File: config.mk
export PLATFORM = sky130hd
export DESIGN_NAME = sc_cmd_seq_flat
export DESIGN_NICKNAME = d
export VERILOG_FILES = /design/src/rtl/sc_cmd_seq_if.sv /design/src/rtl/sc_cmd_seq.sv /design/src/flat_wrapper.sv
export SDC_FILE = /design/constraint.sdc
export NUM_CORES = 1
export LEC_CHECK = 0
export CORE_MARGIN = 2
export CORE_UTILIZATION = 32
export DETAILED_ROUTE_END_ITERATION = 7
export PLACE_DENSITY = 0.67
export SYNTH_ARGS = -nofsm -noshare
export SYNTH_HDL_FRONTEND = slang
export SYNTH_SLANG_ARGS = --single-unit
File: constraint.sdc
create_clock -name sck -period 1.83 [get_ports sck]
set_input_delay 0.2745 -clock sck [delete_from_list [all_inputs] [get_ports sck]]
set_output_delay 0.2745 -clock sck [all_outputs]
set_load 0.005 [all_outputs]
File: src/rtl/sc_cmd_seq_if.sv
// Pin bundle between the command sequencer and its host / register block.
// slave: the sequencer; master: whoever drives the serial bus and read data.
interface sc_cmd_seq_if;
    logic        cs_n;
    logic        si;
    logic [7:0]  dq_in;
    logic        mode;
    logic        wel;
    logic [7:0]  sc_data_out;
    logic        so;
    logic [31:0] addr;
    logic [7:0]  data_byte_in;
    logic [7:0]  pre_data1;
    logic [7:0]  pre_data2;
    logic        w_byte1, w_byte2, w_71h, en_wel, dis_wel, opi, spi;
    logic        rec_1, rec_2, rec_3, rec_1_unxp, rec_2_unxp;
    logic        r_byte1, r_65h_1, r_65h_2, r_65h_3;
    logic        cmd_err;

    modport slave (
        input  cs_n, si, dq_in, mode, wel, sc_data_out,
        output so, addr, data_byte_in, pre_data1, pre_data2,
               w_byte1, w_byte2, w_71h, en_wel, dis_wel, opi, spi,
               rec_1, rec_2, rec_3, rec_1_unxp, rec_2_unxp,
               r_byte1, r_65h_1, r_65h_2, r_65h_3, cmd_err
    );

    modport master (
        output cs_n, si, dq_in, mode, wel, sc_data_out,
        input  so, addr, data_byte_in, pre_data1, pre_data2,
               w_byte1, w_byte2, w_71h, en_wel, dis_wel, opi, spi,
               rec_1, rec_2, rec_3, rec_1_unxp, rec_2_unxp,
               r_byte1, r_65h_1, r_65h_2, r_65h_3, cmd_err
    );
endinterface

File: src/rtl/sc_cmd_seq.sv
// Serial command sequencer: opcode/address/data decode and read-data shift-out.
// Define SC_OPI_EN to enable the byte-wide OPI path (selected by mode=1).
module sc_cmd_seq #(
    parameter int ADDR_BYTES = 4
) (
    input  logic         sck,
    input  logic         rst,
    sc_cmd_seq_if.slave  bus
);
    typedef enum logic [2:0] {IDLE, OPCODE, ADDR, DIN, DOUT, IGNORE} state_t;

    typedef struct packed {
        logic w_byte1, w_byte2, w_71h, en_wel, dis_wel, opi, spi;
        logic rec_1, rec_2, rec_3, rec_1_unxp, rec_2_unxp;
        logic r_byte1, r_65h_1, r_65h_2, r_65h_3;
        logic cmd_err;
    } flags_t;

    localparam logic [31:0] AMASK = 32'hFFFF_FFFF >> (8 * (4 - ADDR_BYTES));

    state_t      state;
    flags_t      fl;
    logic [2:0]  bitcnt;
    logic [1:0]  bcnt;
    logic [6:0]  opcode;
    logic [7:0]  dsh, dbi, pd1, pd2;
    logic [31:0] addr_r;
    logic        so_r;
    logic        opi_u, unit_last;
    logic [7:0]  op_nxt, din_nxt;
    logic [31:0] addr_nxt;

`ifdef SC_OPI_EN
    logic opi_m;
    // mode is live only on the first edge; afterwards the frozen copy rules
    assign opi_u = (state == IDLE) ? bus.mode : opi_m;
`else
    assign opi_u = 1'b0;
`endif

    assign unit_last = opi_u | (bitcnt == 3'd7);

    always_comb begin
        op_nxt   = {opcode, bus.si};
        din_nxt  = {dbi[6:0], bus.si};
        addr_nxt = {addr_r[30:0], bus.si} & AMASK;
`ifdef SC_OPI_EN
        if (opi_u) begin
            op_nxt   = bus.dq_in;
            din_nxt  = bus.dq_in;
            addr_nxt = {addr_r[23:0], bus.dq_in} & AMASK;
        end
`endif
    end

    always_ff @(posedge sck) begin
        if (rst) begin
            state  <= IDLE;
            fl     <= '0;
            bitcnt <= '0;
            bcnt   <= '0;
            opcode <= '0;
            dsh    <= '0;
            dbi    <= '0;
            pd1    <= '0;
            pd2    <= '0;
            addr_r <= '0;
            so_r   <= 1'b0;
`ifdef SC_OPI_EN
            opi_m  <= 1'b0;
`endif
        end else if (bus.cs_n) begin
            state  <= IDLE;
            bitcnt <= '0;
        end else begin
            bitcnt <= unit_last ? 3'd0 : bitcnt + 3'd1;
            case (state)
                IDLE, OPCODE: begin
                    if (state == IDLE) begin
                        fl <= '0;
`ifdef SC_OPI_EN
                        opi_m <= bus.mode;
`endif
                    end
                    opcode <= op_nxt[6:0];
                    state  <= OPCODE;
                    bcnt   <= '0;
                    if (unit_last) begin
                        state <= IGNORE;
                        case (op_nxt)
                            8'h06: fl.en_wel  <= 1'b1;
                            8'h04: fl.dis_wel <= 1'b1;
                            8'hFF: fl.spi     <= 1'b1;
`ifdef SC_OPI_EN
                            8'h38: if (bus.wel) fl.opi <= 1'b1; else fl.cmd_err <= 1'b1;
`endif
                            8'h01: if (bus.wel) begin fl.w_byte1 <= 1'b1; state <= DIN; end
                                   else fl.cmd_err <= 1'b1;
                            8'h31: if (bus.wel) begin fl.w_byte2 <= 1'b1; state <= DIN; end
                                   else fl.cmd_err <= 1'b1;
                            8'h71: if (bus.wel) begin fl.w_71h <= 1'b1; state <= ADDR; end
                                   else fl.cmd_err <= 1'b1;
                            8'h05: begin fl.r_byte1 <= 1'b1; state <= DOUT; end
                            8'h65: state <= ADDR;
                            default: fl.cmd_err <= 1'b1;
                        endcase
                    end
                end
                ADDR: begin
                    addr_r <= addr_nxt;
                    if (unit_last) begin
                        if (bcnt == 2'(ADDR_BYTES - 1)) begin
                            bcnt  <= '0;
                            state <= fl.w_71h ? DIN : DOUT;
                        end else begin
                            bcnt <= bcnt + 2'd1;
                        end
                    end
                end
                DIN: begin
                    // bcnt = completed bytes; a fourth byte is dropped entirely
                    if (bcnt != 2'd3) begin
                        dbi <= din_nxt;
                        if (bitcnt == 3'd0) begin
                            pd2 <= pd1;
                            pd1 <= dbi;
                            if (bcnt == 2'd1) begin fl.rec_1_unxp <= 1'b1; fl.rec_1 <= 1'b0; end
                            if (bcnt == 2'd2) begin fl.rec_2_unxp <= 1'b1; fl.rec_2 <= 1'b0; end
                        end
                        if (unit_last) begin
                            bcnt          <= bcnt + 2'd1;
                            fl.rec_1      <= (bcnt == 2'd0);
                            fl.rec_2      <= (bcnt == 2'd1);
                            fl.rec_3      <= (bcnt == 2'd2);
                            fl.rec_1_unxp <= 1'b0;
                            fl.rec_2_unxp <= 1'b0;
                        end
                    end
                end
                DOUT: begin
                    if (bitcnt == 3'd0) begin
`ifdef SC_OPI_EN
                        so_r <= opi_m ? 1'b0 : bus.sc_data_out[7];
`else
                        so_r <= bus.sc_data_out[7];
`endif
                        dsh <= {bus.sc_data_out[6:0], 1'b0};
                        if (!fl.r_byte1) begin
                            fl.r_65h_1 <= (bcnt == 2'd0);
                            fl.r_65h_2 <= (bcnt == 2'd1);
                            fl.r_65h_3 <= (bcnt == 2'd2);
                            if (bcnt != 2'd2) bcnt <= bcnt + 2'd1;
                        end
                    end else begin
                        so_r <= dsh[7];
                        dsh  <= {dsh[6:0], 1'b0};
                    end
                end
                default: ;
            endcase
        end
    end

    assign bus.so           = so_r;
    assign bus.addr         = addr_r;
    assign bus.data_byte_in = dbi;
    assign bus.pre_data1    = pd1;
    assign bus.pre_data2    = pd2;
    assign bus.w_byte1      = fl.w_byte1;
    assign bus.w_byte2      = fl.w_byte2;
    assign bus.w_71h        = fl.w_71h;
    assign bus.en_wel       = fl.en_wel;
    assign bus.dis_wel      = fl.dis_wel;
    assign bus.opi          = fl.opi;
    assign bus.spi          = fl.spi;
    assign bus.rec_1        = fl.rec_1;
    assign bus.rec_2        = fl.rec_2;
    assign bus.rec_3        = fl.rec_3;
    assign bus.rec_1_unxp   = fl.rec_1_unxp;
    assign bus.rec_2_unxp   = fl.rec_2_unxp;
    assign bus.r_byte1      = fl.r_byte1;
    assign bus.r_65h_1      = fl.r_65h_1;
    assign bus.r_65h_2      = fl.r_65h_2;
    assign bus.r_65h_3      = fl.r_65h_3;
    assign bus.cmd_err      = fl.cmd_err;
endmodule
File: src/flat_wrapper.sv
// flat-port wrapper written by rule: the top's interface ports become plain ports
module sc_cmd_seq_flat 
#(
    parameter int ADDR_BYTES = 4
)
  (sck, rst, bus_cs_n, bus_si, bus_dq_in, bus_mode, bus_wel, bus_sc_data_out, bus_so, bus_addr, bus_data_byte_in, bus_pre_data1, bus_pre_data2, bus_w_byte1, bus_w_byte2, bus_w_71h, bus_en_wel, bus_dis_wel, bus_opi, bus_spi, bus_rec_1, bus_rec_2, bus_rec_3, bus_rec_1_unxp, bus_rec_2_unxp, bus_r_byte1, bus_r_65h_1, bus_r_65h_2, bus_r_65h_3, bus_cmd_err);
  sc_cmd_seq_if bus_i ();
  input  logic sck;
  input  logic rst;
  input wire logic [$bits(bus_i.cs_n)-1:0] bus_cs_n;
  input wire logic [$bits(bus_i.si)-1:0] bus_si;
  input wire logic [$bits(bus_i.dq_in)-1:0] bus_dq_in;
  input wire logic [$bits(bus_i.mode)-1:0] bus_mode;
  input wire logic [$bits(bus_i.wel)-1:0] bus_wel;
  input wire logic [$bits(bus_i.sc_data_out)-1:0] bus_sc_data_out;
  output wire logic [$bits(bus_i.so)-1:0] bus_so;
  output wire logic [$bits(bus_i.addr)-1:0] bus_addr;
  output wire logic [$bits(bus_i.data_byte_in)-1:0] bus_data_byte_in;
  output wire logic [$bits(bus_i.pre_data1)-1:0] bus_pre_data1;
  output wire logic [$bits(bus_i.pre_data2)-1:0] bus_pre_data2;
  output wire logic [$bits(bus_i.w_byte1)-1:0] bus_w_byte1;
  output wire logic [$bits(bus_i.w_byte2)-1:0] bus_w_byte2;
  output wire logic [$bits(bus_i.w_71h)-1:0] bus_w_71h;
  output wire logic [$bits(bus_i.en_wel)-1:0] bus_en_wel;
  output wire logic [$bits(bus_i.dis_wel)-1:0] bus_dis_wel;
  output wire logic [$bits(bus_i.opi)-1:0] bus_opi;
  output wire logic [$bits(bus_i.spi)-1:0] bus_spi;
  output wire logic [$bits(bus_i.rec_1)-1:0] bus_rec_1;
  output wire logic [$bits(bus_i.rec_2)-1:0] bus_rec_2;
  output wire logic [$bits(bus_i.rec_3)-1:0] bus_rec_3;
  output wire logic [$bits(bus_i.rec_1_unxp)-1:0] bus_rec_1_unxp;
  output wire logic [$bits(bus_i.rec_2_unxp)-1:0] bus_rec_2_unxp;
  output wire logic [$bits(bus_i.r_byte1)-1:0] bus_r_byte1;
  output wire logic [$bits(bus_i.r_65h_1)-1:0] bus_r_65h_1;
  output wire logic [$bits(bus_i.r_65h_2)-1:0] bus_r_65h_2;
  output wire logic [$bits(bus_i.r_65h_3)-1:0] bus_r_65h_3;
  output wire logic [$bits(bus_i.cmd_err)-1:0] bus_cmd_err;
  assign bus_i.cs_n = bus_cs_n;
  assign bus_i.si = bus_si;
  assign bus_i.dq_in = bus_dq_in;
  assign bus_i.mode = bus_mode;
  assign bus_i.wel = bus_wel;
  assign bus_i.sc_data_out = bus_sc_data_out;
  assign bus_so = bus_i.so;
  assign bus_addr = bus_i.addr;
  assign bus_data_byte_in = bus_i.data_byte_in;
  assign bus_pre_data1 = bus_i.pre_data1;
  assign bus_pre_data2 = bus_i.pre_data2;
  assign bus_w_byte1 = bus_i.w_byte1;
  assign bus_w_byte2 = bus_i.w_byte2;
  assign bus_w_71h = bus_i.w_71h;
  assign bus_en_wel = bus_i.en_wel;
  assign bus_dis_wel = bus_i.dis_wel;
  assign bus_opi = bus_i.opi;
  assign bus_spi = bus_i.spi;
  assign bus_rec_1 = bus_i.rec_1;
  assign bus_rec_2 = bus_i.rec_2;
  assign bus_rec_3 = bus_i.rec_3;
  assign bus_rec_1_unxp = bus_i.rec_1_unxp;
  assign bus_rec_2_unxp = bus_i.rec_2_unxp;
  assign bus_r_byte1 = bus_i.r_byte1;
  assign bus_r_65h_1 = bus_i.r_65h_1;
  assign bus_r_65h_2 = bus_i.r_65h_2;
  assign bus_r_65h_3 = bus_i.r_65h_3;
  assign bus_cmd_err = bus_i.cmd_err;
  sc_cmd_seq #(.ADDR_BYTES(ADDR_BYTES)) u_core (.sck(sck), .rst(rst), .bus(bus_i));
endmodule
==> results of run 1 <==
-- what timing repair did --
item	CTS	global route
gates resized for setup	0	15
setup endpoints to repair	3	33
pin swaps	1	4
-- area by class of cell --
| type | instances | area (µm²) | area share [%] |
|---|---|---|---|
| Inverter | 6 | 22.5 | 0.405 |
| Sequential cell | 95 | 1910 | 34.3 |
| Tap cell | 172 | 215 | 3.87 |
| Timing Repair Buffer | 111 | 1100 | 19.8 |
| Clock inverter | 5 | 82.6 | 1.48 |
| Clock buffer | 11 | 233 | 4.18 |
| Multi-Input combinational cell | 321 | 2000 | 35.9 |
-- synthesized netlist by cell type (all sizes together), types with 2 or more instances --
master,n
a22o,2
and2,3
nor3,7
inv,6
or3,3
and3b,4
nor4b,3
clkbuf,18
nand2,86
buf,18
a32o,2
o21bai,2
o31a,2
nor2,44
nor4,2
nand3,6
nand4,3
o21ai,8
ha,7
dfxtp,95
and4b,4
nand2b,8
a21oi,52
a211oi,11
nor4bb,2
o21a,3
nor2b,5
mux2i,33
-- registers in the layout, indices dropped and copies added (netlist names), 2 cells and up --
signal,count
u_core.bus.addr,32
u_core.bus.data_byte_in,8
u_core.bus.pre_data1,8
u_core.bus.pre_data2,8
u_core.dsh,7
u_core.opcode,7
u_core.bitcnt,3
u_core.state,3
u_core.bcnt,2
-- per-stage QoR --
| step | cell area [µm²] | TNS, ns |
|---|---|---|
| 2_1_floorplan | 4060 | 0 |
| 3_3_place_gp | 5190 | -1.46 |
| 3_5_place_dp | 5190 | -1.53 |
| 4_1_cts | 5510 | 0 |
| 5_1_grt | 5560 | -0.0762 |
| 6_report | 5560 | 0 |
-- power by group through the flow --
stage | Combinational (µW) | Sequential, µW | Clock, µW
floorplan | 113 | 2130 | 0
global placement | 187 | 2130 | 0
detailed placement | 190 | 2130 | 0
CTS | 191 | 2090 | 2050
global route | 211 | 2090 | 2150
finish | 194 | 2090 | 1990
-- logic make-up after synthesis --
family                   after synthesis  share of synthesized area (%)
multiplexers                          34                           8.42
buffers and inverters                 42                           5.24
AO/OA/AOI/OAI                         91                           14.3
other                                  1                         0.0924
AND/OR/NAND/NOR                      188                           22.9
adder cells (fa/ha/maj)                7                           2.16
flip-flops                            95                           46.9
-- worst max-delay path, stage by stage (launching register included) --
cell	delay, ns
dfxtp_2	0.33
inv_2	0.06
ha_4	0.14
or3b_4	0.39
a2111oi_4	0.49
nand3_1	0.13
a21oi_1	0.15
-- worst paths after layout --
| path | startpoint | depth (start not counted) | slack [ns] | to |
|---|---|---|---|---|
| setup / recovery | u_core.bitcnt[1] | 6 | 0.06 | u_core.bus.r_65h_1 |
| hold / removal | rst | 4 | 0.37 | u_core.bus.w_byte2 |
| setup reg to reg | u_core.bitcnt[1] | 6 | 0.06 | u_core.bus.r_65h_1 |
| hold reg to reg | u_core.bitcnt[0] | 1 | 0.43 | u_core.bitcnt[0] |
-- metal layers --
metal  global-route usage, %  part of all wire (%)  vias to the layer above
li1                        -                     -                     1742
met1                    17.9                    45                     1614
met2                    22.1                    46                       89
met3                    5.09                   6.5                       21
met4                    8.78                   3.1                        0
met5                       0                     0                        -
==> flow_summary.json, run 1 <==
{
  "avgSynthCellArea_um2": 8.86,
  "period_minus_slack_ns": 1.77,
  "area_delta_synth_final_pct": 37.1,
  "start_util_pct": 32.4,
  "synth.distinct_cells": 56,
  "synth_nets": 487,
  "async_flop_share_pct": 0,
  "n_antenna_cell": 0,
  "cp_data_required_time_ns": 2.11,
  "netlist_area_um2": 4060,
  "dp_hpwl_um": 6680,
  "detail_route.wl_per_cell_um": 13.4,
  "slew_viol_final": 0,
  "gr-total-overflow": 0,
  "synth_edf_count": 0,
  "min_path_type": "in -> reg",
  "setup_slack_ns": 0.0642,
  "holdWs_ns": 0.374,
  "die-height_um": 117,
  "hold_viol_final": 0,
  "fmax_ghz": 0.566,
  "final_util_pct": 44.4,
  "layout_common_cells": "dfxtp_1 (89), nand2_1 (86), clkdlybuf4s50_1 (84)",
  "synth-seq-area-share_pct": 46.9,
  "die_area_um2": 13600,
  "cts_buffers": 9,
  "crit_fanout": 6,
  "yosysTopAreaCellShare_pct": 46.9,
  "netSwitchingFraction_pct": 21.1,
  "tightest_slew_ns": 0.486,
  "ys.flop_type": "dfxtp_1",
  "status": "finished, final reports clean",
  "drtIter0Drc": 132,
  "detail-route-antenna-nets": 0,
  "total_power_uw": 4270,
  "grt_max_degree": 46,
  "postCtsHoldBufs": 0,
  "grt_pass1_wl_um": 15600,
  "htreeDepth": 3,
  "skew_ns": 0.00861,
  "clkTransAtPathRegs_ns": 0.07,
  "switchingPower_uw": 902,
  "ys_ff_latch": 95,
  "io_buffers": 85,
  "cp-end-kind": "flop",
  "final_common_cell": "dfxtp_1",
  "p_int_uw": 3370,
  "yosysWarnings": 0,
  "drtPass1Iterations": 4,
  "dp_worst_setup_slack_ns": -0.101,
  "netlist_top_cells_area": "dfxtp_1 (47%), mux2i_1 (8.1%), nand2_1 (8.0%)",
  "crit_arrival_ns": 2.04,
  "vdd_drop_max_mv": 0.419,
  "wirelength_um": 9680,
  "gp_congestion": 0.863,
  "via_count": 3466,
  "criticalPathCategory": "reg -> reg",
  "syn_inst": 458,
  "vias_per_cell": 4.81,
  "cap_violations": 0,
  "cts_tree": "done",
  "grt_usage_pct": 14.6,
  "root_buffer": "clkbuf_16",
  "drc_errors": 0,
  "pwr-share-comb_pct": 4.5,
  "dpl.cell_count": 705,
  "slew_headroom_pct": 67.3,
  "power_density_nw_per_um2": 767,
  "p_leak_uw": 0.00192,
  "fin_nets": 573,
  "antenna_found_initial": 0,
  "cts_setup_buffers": 0,
  "core-area_um2": 12500,
  "io_pins": 96,
  "clkLatencyLatePin_ns": 0.35,
  "drive_gt1_share_pct": 12.4,
  "post-synth-top-area-cell": "dfxtp_1",
  "power.share.clock_pct": 46.6,
  "setup_viol": 0,
  "timing.final.crit_share_pct": 96.5,
  "rows": 41,
  "stdcell_count": 721,
  "clock_path_buffers": 2,
  "power_frac_seq_pct": 48.9,
  "fp.dieW_um": 117,
  "fillCellCount": 1254,
  "cts_num_sinks": 95,
  "rsz0062_at_grt": "true",
  "grt_pass1_vias": 3269,
  "start_kind": "flop"
}
Power figures use the tool's default switching activity.
==> run 2: changes to the inputs <==
Settings changed: CORE_UTILIZATION 32 to 45, PLACE_DENSITY 0.67 to 0.85.
==> flow_summary.json, run 2 (synthesis gave the netlist of run 1 again) <==
{
  "status": "finished, final reports clean",
  "die_area_um2": 9790,
  "area_delta_synth_final_pct": 32.0,
  "final_util_pct": 61.4,
  "period_minus_slack_ns": 1.77,
  "criticalPathCategory": "reg -> reg",
  "stdcell_area_um2": 5360,
  "post_dp_cell_area_um2": 5110,
  "crit_slowest_cell": "dfxtp_1",
  "cp_data_required_time_ns": 2.08,
  "via_count": 3440,
  "grt_pass1_wl_um": 15000,
  "fmax_ghz": 0.565,
  "io_buffers": 85,
  "vdd_drop_max_mv": 0.491,
  "p_leak_uw": 0.00187,
  "min_path_type": "in -> reg",
  "cpPeakStageDelay_ns": 0.39,
  "start_util_pct": 46.5,
  "slew_viol_final": 0,
  "grt_max_degree": 45,
  "timing.final.crit_share_pct": 96.6,
  "cpLargestDelayFamily": "flip-flops",
  "cts_num_sinks": 95,
  "cts_setup_buffers": 0,
  "fin_nets": 573,
  "grt_usage_pct": 18.8,
  "rsz0062_at_grt": "true",
  "cts_tree": "done",
  "detail-route-antenna-nets": 0,
  "layout_common_cells": "dfxtp_1 (93), nand2_1 (86), clkdlybuf4s50_1 (84)",
  "core-area_um2": 8720,
  "io_pins": 96,
  "drtPass1Iterations": 5,
  "clock_path_buffers": 2,
  "tightest_slew_ns": 0.516,
  "critPathBufInv": 1,
  "gp_congestion": 0.875,
  "grt_pass1_vias": 3140,
  "crit_fanout": 4,
  "fillCellCount": 730,
  "multi_input_area_um2": 1980,
  "drive_gt1_share_pct": 11.7,
  "largest_reg_flops": 32,
  "path_depth": 6,
  "hold_viol_final": 0,
  "antenna_found_initial": 0,
  "power_density_nw_per_um2": 689,
  "fin_setup_tns_ns": 0,
  "path_cells": "inv_1, ha_1, or2_2, a21oi_1, o21a_1, mux2_2",
  "n_antenna_cell": 0,
  "drc_errors": 0,
  "die-height_um": 99.0,
  "clkTransAtPathRegs_ns": 0.09,
  "cap_violations": 0,
  "clkLatencyLatePin_ns": 0.35,
  "root_buffer": "clkbuf_8",
  "final_common_cell": "dfxtp_1",
  "dp_hpwl_um": 6420,
  "rows": 34,
  "drtIter0Drc": 175,
  "slew_headroom_pct": 65.2,
  "holdPathStages": 2,
  "fp.dieW_um": 99.0,
  "gr-total-overflow": 0,
  "cts_buffers": 9,
  "skew_ns": 0.00838,
  "start_kind": "flop",
  "htreeDepth": 3,
  "detail_route.wl_per_cell_um": 14.1,
  "reg2reg_depth": 6,
  "setup_viol": 0,
  "ff_latch_area_um2": 1900,
  "cp-end-kind": "flop",
  "vias_per_cell": 5.24,
  "wirelength_um": 9260,
  "crit_arrival_ns": 2.02
}
==> run 2: repair_timing <==
item	in CTS	in global routing
hold buffers	0	0
resized for setup	0	10
setup endpoints to repair	2	9
pin swaps	1	6
==> run 2: power by group <==
group | internal, µW | switching (µW) | total (µW)
clock network | 676 | 734 | 1410
logic | 90.1 | 107 | 197
registers | 2070 | 10.4 | 2080
==> run 2: cell type report <==
cell class                      count  area share [%]
Multi-Input combinational cell    321            37.0
Clock buffer                       10            2.57
Sequential cell                    95            35.6
Tap cell                          108            2.52
Timing Repair Buffer              111            20.6
Inverter                            6           0.420
Clock inverter                      6            1.31
==> run 2: final timing paths <==
check	startpoint	to	slack, ns
worst max register to register	u_core.bcnt[0]	u_core.bcnt[0]	0.06
worst min register to register	u_core.bitcnt[0]	u_core.bitcnt[0]	0.43
worst min-delay path	rst	u_core.bus.r_65h_3	0.28
worst max-delay path	u_core.bcnt[0]	u_core.bcnt[0]	0.06
==> run 2: per-stage QoR <==
step                hold slack [ns]  total power [µW]  setup slack (ns)  std cells
floorplan                     0.410              2240             0.122        458
global placement              0.436              2320           -0.0186        641
detailed placement            0.443              2320           -0.0293        641
CTS                           0.273              3740            0.0177        657
global route                  0.272              3850           -0.0407        657
finish                        0.282              3690            0.0614        657
==> run 2: routing by layer <==
metal / vias up / routed length, µm / part of all wire (%) / GRT usage [%]
li1: 1737 / - / - / -
met1: 1611 / 4090 / 44 / 23.3
met2: 84 / 4420 / 48 / 31.7
met3: 8 / 680 / 7.3 / 6.24
met4: 0 / 64 / 0.69 / 4.43
met5: - / 0 / 0 / 0
==> run 3: changes to the inputs <==
Settings changed: CTS_CLUSTER_DIAMETER set to 50.
==> results of run 3 <==
Same layout as run 2: the final DEF is identical, and so are final timing and power.
